--- config.mk ---
export PLATFORM = sky130hd
export DESIGN_NAME = dft_scan_dump_unit
export DESIGN_NICKNAME = d
export VERILOG_FILES = /design/src/rtl/dft_scan_dump_unit.sv
export SDC_FILE = /design/constraint.sdc
export NUM_CORES = 1
export LEC_CHECK = 0
export ABC_AREA = 1
export BUFFER_PORTS_ARGS = -buffer_cell sky130_fd_sc_hd__buf_2
export CAP_MARGIN = 20
export CORE_ASPECT_RATIO = 0.5
export CORE_MARGIN = 8
export CORE_UTILIZATION = 50
export DETAILED_ROUTE_END_ITERATION = 8
export GPL_ROUTABILITY_DRIVEN = 0
export PLACE_DENSITY = 0.72
export SLEW_MARGIN = 10
export SYNTH_ARGS = -nofsm -noshare
export SYNTH_HDL_FRONTEND = slang
export SYNTH_SLANG_ARGS = --single-unit
--- constraint.sdc ---
create_clock -name clk -period 2.95 [get_ports clk]
set_clock_uncertainty 0.2 [all_clocks]
set_input_delay 0.1475 -clock clk [delete_from_list [all_inputs] [get_ports clk]]
set_output_delay 0.1475 -clock clk [all_outputs]
set_load 0.1 [all_outputs]
--- src/rtl/dft_scan_dump_unit.sv ---
// dft_scan_dump_unit: rotates one scan chain through loopback and packs the shifted-out bits into words
module dft_scan_dump_unit #(
  parameter int p_chain_len = 64,
  parameter int p_word_width = 32
) (
  input  logic                    clk,
  input  logic                    reset,
  input  logic                    val_op,
  output logic                    op_ack,
  output logic                    op_commit,
  input  logic                    commit_ack,
  output logic                    output_strobe,
  output logic [p_word_width-1:0] output_data,
  output logic                    chain_se,
  output logic                    chain_si,
  input  logic                    chain_so
);
  localparam int cw = $clog2(p_chain_len + 1);
  localparam int pw = $clog2(p_word_width);
  typedef enum logic [2:0] {IDLE, ACK, SHIFT, FLUSH, COMMIT, RELEASE} state_t;
  state_t state;
  logic [cw-1:0] bit_cnt;
  logic [pw-1:0] word_pos;
  logic [p_word_width-1:0] pack, pack_nxt;
  logic last, emit;
  assign chain_si = chain_so;
  assign last = bit_cnt == cw'(p_chain_len - 1);
  assign emit = last || word_pos == pw'(p_word_width - 1);
  assign pack_nxt = pack | (p_word_width'(chain_so) << word_pos);
  always_ff @(posedge clk or posedge reset)
    if (reset) begin
      state <= IDLE;
      op_ack <= 1'b0;
      op_commit <= 1'b0;
      output_strobe <= 1'b0;
      output_data <= '0;
      chain_se <= 1'b0;
      bit_cnt <= '0;
      word_pos <= '0;
      pack <= '0;
    end else begin
      output_strobe <= 1'b0;
      case (state)
        IDLE: if (val_op) begin
          state <= ACK;
          op_ack <= 1'b1;
        end
        ACK: if (!val_op) begin
          state <= SHIFT;
          op_ack <= 1'b0;
          chain_se <= 1'b1;
          bit_cnt <= '0;
          word_pos <= '0;
          pack <= '0;
        end
        SHIFT: begin
          bit_cnt <= bit_cnt + cw'(1);
          word_pos <= word_pos + pw'(1);
          pack <= emit ? '0 : pack_nxt;
          if (emit) begin
            output_strobe <= 1'b1;
            output_data <= pack_nxt;
          end
          if (last) begin
            state <= FLUSH;
            chain_se <= 1'b0;
          end
        end
        // the final strobe is on the output during FLUSH, so commit lands a cycle after it
        FLUSH: begin
          state <= COMMIT;
          op_commit <= 1'b1;
        end
        COMMIT: if (commit_ack) begin
          state <= RELEASE;
          op_commit <= 1'b0;
        end
        RELEASE: if (!commit_ack) state <= IDLE;
        default: state <= IDLE;
      endcase
    end
endmodule

==> results.py, run 1 <==
metrics = {
    "outcome": {
        "status": "finished clean",
    },
    "synth": {
        "synth_cell_types": 27,
        "synth_edf_count": 0,
        "synth_top_cell_area_share_pct": 51.0,
        "netlist_area_um2": 4070,
        "avgSynthCellArea_um2": 7.69,
        "synth-seq-area-share_pct": 51.0,
        "synthTopCellsByArea": "dfrtp_1 51%, nand2_1 20%, inv_1 7.0%",
        "yosysWarnings": 0,
        "ys.flop_type": "dfrtp_1",
        "synthTopCellsByCount": "218 x nand2_1, 83 x dfrtp_1, 76 x inv_1",
        "postSynthCellCount": 529,
        "synth.most_common_cell": "nand2_1",
        "synth_top_area_cell": "dfrtp_1",
        "synthArstFlopShare_pct": 100,
        "ys_ff_latch": 83,
        "syn_nets": 537,
    },
    "timing": {
        "tightest_slew_ns": 0.583,
        "layout_min_cycle_time_ns": 2.09,
        "fmax_ghz": 0.479,
        "setup_viol": 0,
        "tns_ns": 0,
        "min_period_over_period_pct": 70.7,
        "hold_viol": 0,
        "whs_ns": 0.132,
        "grt_setup_unrepaired": "false",
        "layout_setup_ws_ns": 0.863,
        "slew_violations": 0,
        "maxSlewHeadroom_pct": 61.0,
    },
    "clocking": {
        "cts.sinks": 83,
        "postCtsSetupBuffers": 0,
        "clk_latency_ns": 0.34,
        "cts_buffers": 9,
        "clk_pin_slew_ns": 0.06,
        "cts_max_level": 3,
        "cts_buffer_depth": 2,
        "cts_tree": "done",
        "cts-root-buf": "clkbuf_16",
    },
    "critical_path": {
        "cp_max_fo": 20,
        "r2r-end": "pack[25]",
        "critical_path.slowest_cell": "dfrtp_1",
        "cp.arrival_ns": 2.17,
        "crit_required_ns": 3.03,
        "cp_common_cell": "nand2_1",
        "path_class": "reg -> reg",
        "r2r_slack_ns": 0.86,
        "crit-reg2reg-launch": "word_pos[1]",
        "start_kind": "flip-flop",
        "reg2reg_depth": 10,
        "slowest_delay_ns": 0.44,
        "crit_chain": "ha_1 > nand2_1 > nor2_1 > ha_1 > inv_1 > nand3_2 > buf_4 > nand2_1 > nand2_1 > inv_1",
        "end_kind": "flip-flop",
    },
    "finish": {
        "syn_to_final_growth_pct": 14.1,
        "fin_nets": 578,
        "diodes": 0,
        "nFillCells": 748,
        "fin_cells": 686,
        "multi_input_area_um2": 1520,
        "regArea_um2": 2080,
        "drive_gt1_share_pct": 15.7,
        "final_util_pct": 58.4,
        "fin_area_um2": 4640,
    },
    "drt": {
        "vias_per_cell": 4.84,
        "drt_wl_total_um": 8580,
        "routedWlPerCell_um": 12.5,
        "firstDrtPassIters": 5,
        "route.antenna.remaining_nets": 0,
        "drt_iter0_markers": 248,
        "drc": 0,
        "num_vias": 3322,
    },
    "placement": {
        "place_area_um2": 4330,
        "hpwl_um": 5810,
        "post-place-ws_ns": 0.908,
        "io_buffers": 41,
        "dp_cells": 668,
    },
    "grt": {
        "grt_pass1_vias": 3222,
        "grt-ovfl-total": 0,
        "grt_pass1_wl_um": 15100,
        "grt_usage_pct": 16.7,
        "antenna_found_initial": 0,
        "grt_max_degree": 32,
    },
    "die": {
        "start_util_pct": 51.2,
        "die_x_um": 144,
        "dieArea_um2": 11500,
        "core_um2": 7940,
        "rows": 23,
        "io-pin-count": 42,
        "fp.dieH_um": 79.8,
    },
    "job": {
        "maxCapViolCount": 0,
    },
    "power": {
        "intPower_mw": 2.10,
        "pwr-share-clk_pct": 30.6,
        "net-switching-power_mw": 1.38,
        "vdd_drop_max_mv": 0.867,
        "seqPwrFrac_pct": 38.6,
        "p_per_area_nw_per_um2": 750,
        "pwr-share-comb_pct": 30.7,
        "p_leak_nw": 2.52,
        "fin_total_pwr_mw": 3.48,
        "p_sw_share_pct": 39.5,
    },
    "worst_hold_path": {
        "hp-class": "in -> async",
    },
}
critical path, delay by kind of cell (launching register included):
kind | cells | cell delay (ns)
adder cells (fa/ha/maj) | 2 | 0.38
buffers and inverters | 3 | 0.47
flip-flops | 1 | 0.44
AND/OR/NAND/NOR | 5 | 0.52
final cells by class:
type                            count  area share, %
Sequential cell                    83           44.8
Clock buffer                       14           5.90
Clock inverter                      1          0.162
Tap cell                          112           3.02
Timing Repair Buffer               53           6.52
Multi-Input combinational cell    338           32.7
Inverter                           85           6.96
how the worst max path moves through the flow:
stage                            from         end  slack [ns]  depth (start not counted)
final                     word_pos[1]    pack[25]        0.86                         10
after global routing      word_pos[1]    pack[25]        0.69                         10
after CTS                 word_pos[1]    pack[25]        0.88                         10
after detailed placement  word_pos[1]    pack[22]        0.91                          8
after global placement    word_pos[0]    pack[24]        0.95                         10
after floorplan                 reset  bit_cnt[0]        0.47                          1
sequential cells by signal, indices dropped and copies added (netlist names):
name,flops
output_data,32
pack,32
bit_cnt,7
word_pos,5
state,3
chain_se,1
op_ack,1
op_commit,1
output_strobe,1
what timing repair did:
| action | 4_1_cts | 5_1_grt |
|---|---|---|
| endpoints found under the hold margin | 26 | 0 |
| hold buffers | 3 | 0 |
| setup endpoints to repair | 0 | 0 |
| gates resized for setup | 0 | 0 |
routing by layer:
metal | global-route usage [%] | wire length, µm | up-vias
met3 | 5.07 | 489 | 13
met1 | 22.1 | 4250 | 1541
li1 | - | - | 1695
met5 | 0 | 0 | -
met2 | 25.6 | 3720 | 73
met4 | 6.45 | 123 | 0
placed cells by master (no fill, tap or decap), drive strengths merged:
cell and count:
nor2 14, xnor2 1, dlygate4sd3 3, buf 50, nand2 233, clkinvlp 1
dfrtp 83, or2 1, clkinv 4, nor3 1, nand3 30, nand4 21
inv 81, a21oi 13, o21ai 20, ha 3, nand3b 1, clkbuf 14
power groups by stage:
stage          sequential (mW)  clock (mW)  combinational [mW]
3_5_place_dp              1.36           0                1.07
5_1_grt                   1.36        1.14                1.18
2_1_floorplan             1.64           0               0.601
6_report                  1.34        1.07                1.07
4_1_cts                   1.34        1.09                1.07
3_3_place_gp              1.36           0                1.05
kinds of logic (layout without fill, tap and decap cells):
family / count (synthesis) / in the layout / share of synthesized area [%]
AND/OR/NAND/NOR: 301 / 301 / 32.1
XOR/XNOR: 1 / 1 / 0.215
AO/OA/AOI/OAI: 33 / 33 / 4.06
adder cells (fa/ha/maj): 3 / 3 / 0.923
flip-flops: 83 / 83 / 51.0
buffers and inverters: 108 / 153 / 11.7
Power figures use the tool's default switching activity.
==> run 2: changes to the inputs <==
--- a/config.mk
+++ b/config.mk
@@ -13,7 +13,7 @@
 export CORE_UTILIZATION = 50
 export DETAILED_ROUTE_END_ITERATION = 8
 export GPL_ROUTABILITY_DRIVEN = 0
-export PLACE_DENSITY = 0.72
+export PLACE_DENSITY = 0.75
 export SLEW_MARGIN = 10
 export SYNTH_ARGS = -nofsm -noshare
 export SYNTH_HDL_FRONTEND = slang
==> constraint.sdc (replaced) <==
create_clock -name clk -period 1.91 [get_ports clk]
set_clock_uncertainty 0.2 [all_clocks]
set_input_delay 0.0955 -clock clk [delete_from_list [all_inputs] [get_ports clk]]
set_output_delay 0.0955 -clock clk [all_outputs]
set_load 0.1 [all_outputs]
==> run 2 against run 1 <==
Against the previous run: critical path depth unchanged; die area unchanged; clock power up 78%; sequential cell count unchanged; routed wire length up 2.3%; maximum frequency up 16%; final cell count up 1.6%; first-iteration DRC count down 15%; sequential power up 54%; core utilization up 2.1 points.
==> results.py, run 2 (synthesis results as in run 1) <==
metrics = {
    "drt": {
        "drc": 0,
        "num_vias": 3359,
        "routedWlPerCell_um": 12.6,
        "vias_per_cell": 4.82,
        "firstDrtPassIters": 4,
        "drt_wl_total_um": 8780,
        "drt_iter0_markers": 211,
        "route.antenna.remaining_nets": 0,
    },
    "critical_path": {
        "crit_required_ns": 1.99,
        "critical_path.slowest_cell": "dfrtp_1",
        "slowest_delay_ns": 0.38,
        "crit_chain": "ha_1 > nand2_1 > nor2_1 > ha_1 > inv_1 > nand2_2 > nand2_4 > buf_12 > nand2_1 > nand2_1",
        "cp.buffers_inverters": 2,
        "path_class": "reg -> reg",
        "cp_max_fo": 21,
        "crit-reg2reg-launch": "word_pos[0]",
        "cp_common_cell": "nand2_1",
        "end_kind": "flip-flop",
        "cp.arrival_ns": 1.88,
        "start_kind": "flip-flop",
        "crit_path_start": "word_pos[0]",
        "cp_top_family": "simple AND/OR/NAND/NOR gates",
    },
    "power": {
        "p_leak_nw": 2.61,
        "p_per_area_nw_per_um2": 1190,
        "vdd_drop_max_mv": 1.26,
    },
    "timing": {
        "maxSlewHeadroom_pct": 67.3,
        "slew_violations": 0,
        "setup_viol": 0,
        "layout_min_cycle_time_ns": 1.80,
        "layout_setup_ws_ns": 0.114,
        "min_period_over_period_pct": 94.0,
        "tightest_slew_ns": 0.494,
        "whs_ns": 0.103,
        "tns_ns": 0,
        "grt_setup_unrepaired": "false",
        "fmax_ghz": 0.557,
        "hold_viol": 0,
    },
    "grt": {
        "grt_pass1_wl_um": 15200,
        "grt_pass1_vias": 3325,
        "grt_usage_pct": 16.8,
        "grt-ovfl-total": 0,
        "antenna_found_initial": 0,
        "grt_max_degree": 84,
    },
    "finish": {
        "fin_cells": 697,
        "regArea_um2": 2080,
        "final_cell_mix": "218 x nand2_1, 81 x dfrtp_1, 75 x inv_1",
        "fin_nets": 588,
        "final_util_pct": 60.6,
        "multi_input_area_um2": 1520,
        "drive_gt1_share_pct": 18.1,
        "nFillCells": 706,
        "syn_to_final_growth_pct": 18.2,
        "largestRegisters": "output_data x32, pack x32, bit_cnt x7",
        "diodes": 0,
        "final_common_cell": "nand2_1",
    },
    "worst_hold_path": {
        "hold_start": "chain_so",
        "hp-class": "in -> reg",
    },
    "die": {
        "core_um2": 7940,
        "io-pin-count": 42,
        "rows": 23,
        "dieArea_um2": 11500,
        "start_util_pct": 51.2,
        "fp.dieH_um": 79.8,
        "die_x_um": 144,
    },
    "clocking": {
        "clk_pin_slew_ns": 0.06,
        "cts_max_level": 3,
        "cts_buffers": 9,
        "cts-root-buf": "clkbuf_16",
        "cts_tree": "done",
        "cts.sinks": 83,
        "cts_buffer_depth": 2,
        "postCtsSetupBuffers": 0,
        "clk_latency_ns": 0.35,
    },
    "placement": {
        "dp_cells": 678,
        "io_buffers": 41,
        "hpwl_um": 5860,
        "post-place-ws_ns": 0.0694,
    },
    "outcome": {
        "status": "finished clean",
    },
    "job": {
        "maxCapViolCount": 0,
    },
}
==> run 2: layout make-up <==
cell class | instances | area share (%)
flip-flops and latches | 83 | 43.2
multi-input cells | 338 | 31.5
repair buffers | 63 | 8.64
inverters | 85 | 6.89
clock buffers | 10 | 4.97
well taps | 112 | 2.91
clock inverters | 6 | 1.82
==> run 2: final timing paths <==
path / endpoint / slack, ns / cells past startpoint
worst max register to register: output_data[17] / 0.11 / 10
worst max-delay path: output_data[17] / 0.11 / 10
max in group asynchronous: bit_cnt[0] / 0.92 / 4
min in group asynchronous: pack[5] / 0.21 / 4
worst min register to register: output_data[25] / 0.27 / 2
worst min-delay path: pack[15] / 0.10 / 7
==> run 2: power by group <==
group	total, mW	leakage [nW]	internal [mW]	switching [mW]
Clock	1.90	0.163	1.18	0.716
Combinational	1.76	1.47	0.439	1.32
Sequential	2.07	0.980	1.92	0.152
Total	5.73	2.61	3.54	2.19
==> run 2: timing repair <==
action / in CTS / in global routing
hold buffers: 3 / 0
resized for setup: 0 / 4
endpoints found under the setup margin: 0 / 29
hold endpoints to repair: 87 / 0
==> run 2: per-layer routing <==
metal  GRT usage (%)  wire length, µm
met1            21.3             4200
met2            26.2             3850
met5               0                0
met3            4.95              553
met4            7.39              173
==> run 2: per-stage QoR <==
stage / instance area [µm²] / total power, mW
finish: 4810 / 5.73
floorplan: 4080 / 3.46
detailed placement: 4450 / 3.85
global placement: 4450 / 3.82
global route: 4810 / 6.04
CTS: 4800 / 5.77
==> run 2: worst reg2reg max path, delay by kind of cell, from the launching register on <==
family / cells / cell delay, ns
and+or+nand+nor: 6 / 0.50
adders and majority gates: 2 / 0.39
DFF: 1 / 0.38
buffers and inverters: 2 / 0.26
==> run 3: changes to the inputs <==
--- a/config.mk
+++ b/config.mk
@@ -8,12 +8,13 @@
 export ABC_AREA = 1
 export BUFFER_PORTS_ARGS = -buffer_cell sky130_fd_sc_hd__buf_2
 export CAP_MARGIN = 20
-export CORE_ASPECT_RATIO = 0.5
+export CORE_ASPECT_RATIO = 1.4
 export CORE_MARGIN = 8
 export CORE_UTILIZATION = 50
 export DETAILED_ROUTE_END_ITERATION = 8
 export GPL_ROUTABILITY_DRIVEN = 0
 export PLACE_DENSITY = 0.75
+export SETUP_SLACK_MARGIN = 0.05
 export SLEW_MARGIN = 10
 export SYNTH_ARGS = -nofsm -noshare
 export SYNTH_HDL_FRONTEND = slang
==> run 3 against run 2 <==
Against the previous run: worst hold slack better by 0.037 ns; global-route usage down 0.13 points; cell area up 2.8%; power up 1.0%; largest cell class unchanged.
==> results.py, run 3 (synthesis results as in run 1) <==
metrics = {
    "timing": {
        "setup_viol": 0,
        "tns_ns": 0,
        "fmax_ghz": 0.556,
        "min_period_over_period_pct": 94.1,
        "grt_setup_unrepaired": "true",
        "hold_viol": 0,
        "slew_violations": 0,
        "tightest_slew_ns": 0.494,
        "maxSlewHeadroom_pct": 67.3,
        "layout_min_cycle_time_ns": 1.80,
    },
    "clocking": {
        "cts_tree": "done",
        "cts_max_level": 3,
        "cts-root-buf": "clkbuf_16",
        "clk_latency_ns": 0.34,
        "clk_pin_slew_ns": 0.06,
        "cts_buffer_depth": 2,
        "cts_buffers": 9,
        "cts.sinks": 83,
    },
    "critical_path": {
        "r2r-end": "output_data[23]",
        "crit-reg2reg-launch": "word_pos[0]",
        "reg2reg_depth": 10,
        "cp.arrival_ns": 1.83,
        "end_kind": "flip-flop",
        "cp_max_fo": 8,
        "start_kind": "flip-flop",
        "r2r_slack_ns": 0.11,
        "crit_required_ns": 1.94,
        "path_class": "reg -> reg",
    },
    "drt": {
        "drt_iter0_markers": 245,
        "routedWlPerCell_um": 13.6,
        "num_vias": 3422,
        "firstDrtPassIters": 4,
        "vias_per_cell": 4.92,
        "drc": 0,
        "drt_wl_total_um": 9480,
        "route.antenna.remaining_nets": 0,
    },
    "power": {
        "p_per_area_nw_per_um2": 1170,
        "vdd_drop_max_mv": 1.40,
        "p_leak_nw": 2.64,
    },
    "die": {
        "rows": 39,
        "io-pin-count": 42,
        "start_util_pct": 50.5,
        "dieArea_um2": 11300,
        "core_um2": 8050,
        "die_x_um": 92.2,
        "fp.dieH_um": 123,
    },
    "finish": {
        "final_common_cell": "nand2_1",
        "largestRegisters": "output_data x32, pack x32, bit_cnt x7",
        "syn_to_final_growth_pct": 21.5,
        "fin_area_um2": 4940,
        "drive_gt1_share_pct": 20.2,
        "diodes": 0,
        "fin_nets": 597,
        "final_cell_mix": "215 x nand2_1, 82 x dfrtp_1, 74 x inv_1",
    },
    "grt": {
        "grt_max_degree": 84,
        "grt_pass1_vias": 3444,
        "grt_pass1_wl_um": 15200,
        "grt_usage_pct": 16.6,
        "antenna_found_initial": 0,
        "grt-ovfl-total": 0,
    },
    "worst_hold_path": {
        "hold_start": "chain_so",
        "min_path_cells": 7,
        "hold_end": "pack[6]",
        "hp-class": "in -> reg",
    },
    "outcome": {
        "status": "finished clean",
    },
    "job": {
        "maxCapViolCount": 0,
    },
    "placement": {
        "place_area_um2": 4440,
        "io_buffers": 41,
        "hpwl_um": 5860,
    },
}
## run 3: cell types whose count changed in the layout (fill, tap and decap cells not counted), moves of 2 or more
cell	previous run	this run
buf_4	16	20
buf_6	0	3
ha_1	3	0
ha_2	0	3
nand2_1	218	215
o21ai_0	20	17
o21ai_1	0	3
clkbuf_1	0	2
clkbuf_16	9	11
nand2_2	13	15
## run 3: how the worst max path moves through the flow
stage	start	endpoint	slack [ns]	depth (start not counted)
2_1_floorplan	word_pos[3]	output_data[1]	0.06	13
5_1_grt	word_pos[1]	output_data[1]	0.02	10
3_3_place_gp	bit_cnt[0]	output_data[12]	0.07	9
6_report	word_pos[0]	output_data[23]	0.11	10
3_5_place_dp	bit_cnt[0]	output_data[12]	0.06	9
4_1_cts	word_pos[0]	output_data[7]	0.05	9
## run 3: cell type report
cell class                 instances  area, µm²
timing repair buffer              72        529
clock inverter                     5       77.6
tap                              102        128
sequential                        83       2080
inverter                          85        343
multi-input combinational        338       1560
fill                             696       3110
clock buffer                      11        233
## run 3: per-layer routing
metal | vias to the layer above | part of all wire, % | wire length (µm) | track usage [%]
met2 | 67 | 51 | 4850 | 29.1
li1 | 1735 | - | - | -
met4 | 0 | 2.6 | 251 | 7.08
met3 | 18 | 5.1 | 484 | 4.16
met5 | - | 0 | 0 | 0
met1 | 1602 | 41 | 3890 | 18.9
## run 3: worst max-delay path, cell delays in order, from the launching register on
cell and delay, ns:
dfrtp_1 0.36, ha_2 0.19, nand2_2 0.06, nor2_2 0.12, ha_2 0.21, inv_4 0.05
nand2_4 0.07, nand2_8 0.11, clkbuf_16 0.20, nand2_1 0.06, o21ai_1 0.05
## run 3: report_power, final
part	internal (mW)	leakage, nW	switching [mW]
Combinational	0.534	1.51	1.38
Clock	1.14	0.150	0.692
Sequential	1.92	0.982	0.128
Total	3.59	2.64	2.20
## run 3: stage by stage
step / util, % / instances / power [mW] / hold slack (ns) / worst slack, ns
floorplan: - / 529 / 3.46 / 0.0777 / 0.0556
CTS: 59.4 / 687 / 5.74 / 0.135 / 0.0461
detailed placement: 55.1 / 668 / 3.92 / 0.0581 / 0.0553
global route: 61.4 / 696 / 6.08 / 0.188 / 0.0231
global placement: 55.1 / 668 / 3.87 / 0.0483 / 0.0704
finish: 61.4 / 696 / 5.79 / 0.140 / 0.112
## run 3: repair_timing
action / CTS / global route
resized for setup: 1 / 21
hold endpoints to repair: 87 / 0
hold buffers: 3 / 0
gates cloned: 0 / 3
endpoints found under the setup margin: 26 / 60
pin swaps: 0 / 4
setup buffers: 0 / 6
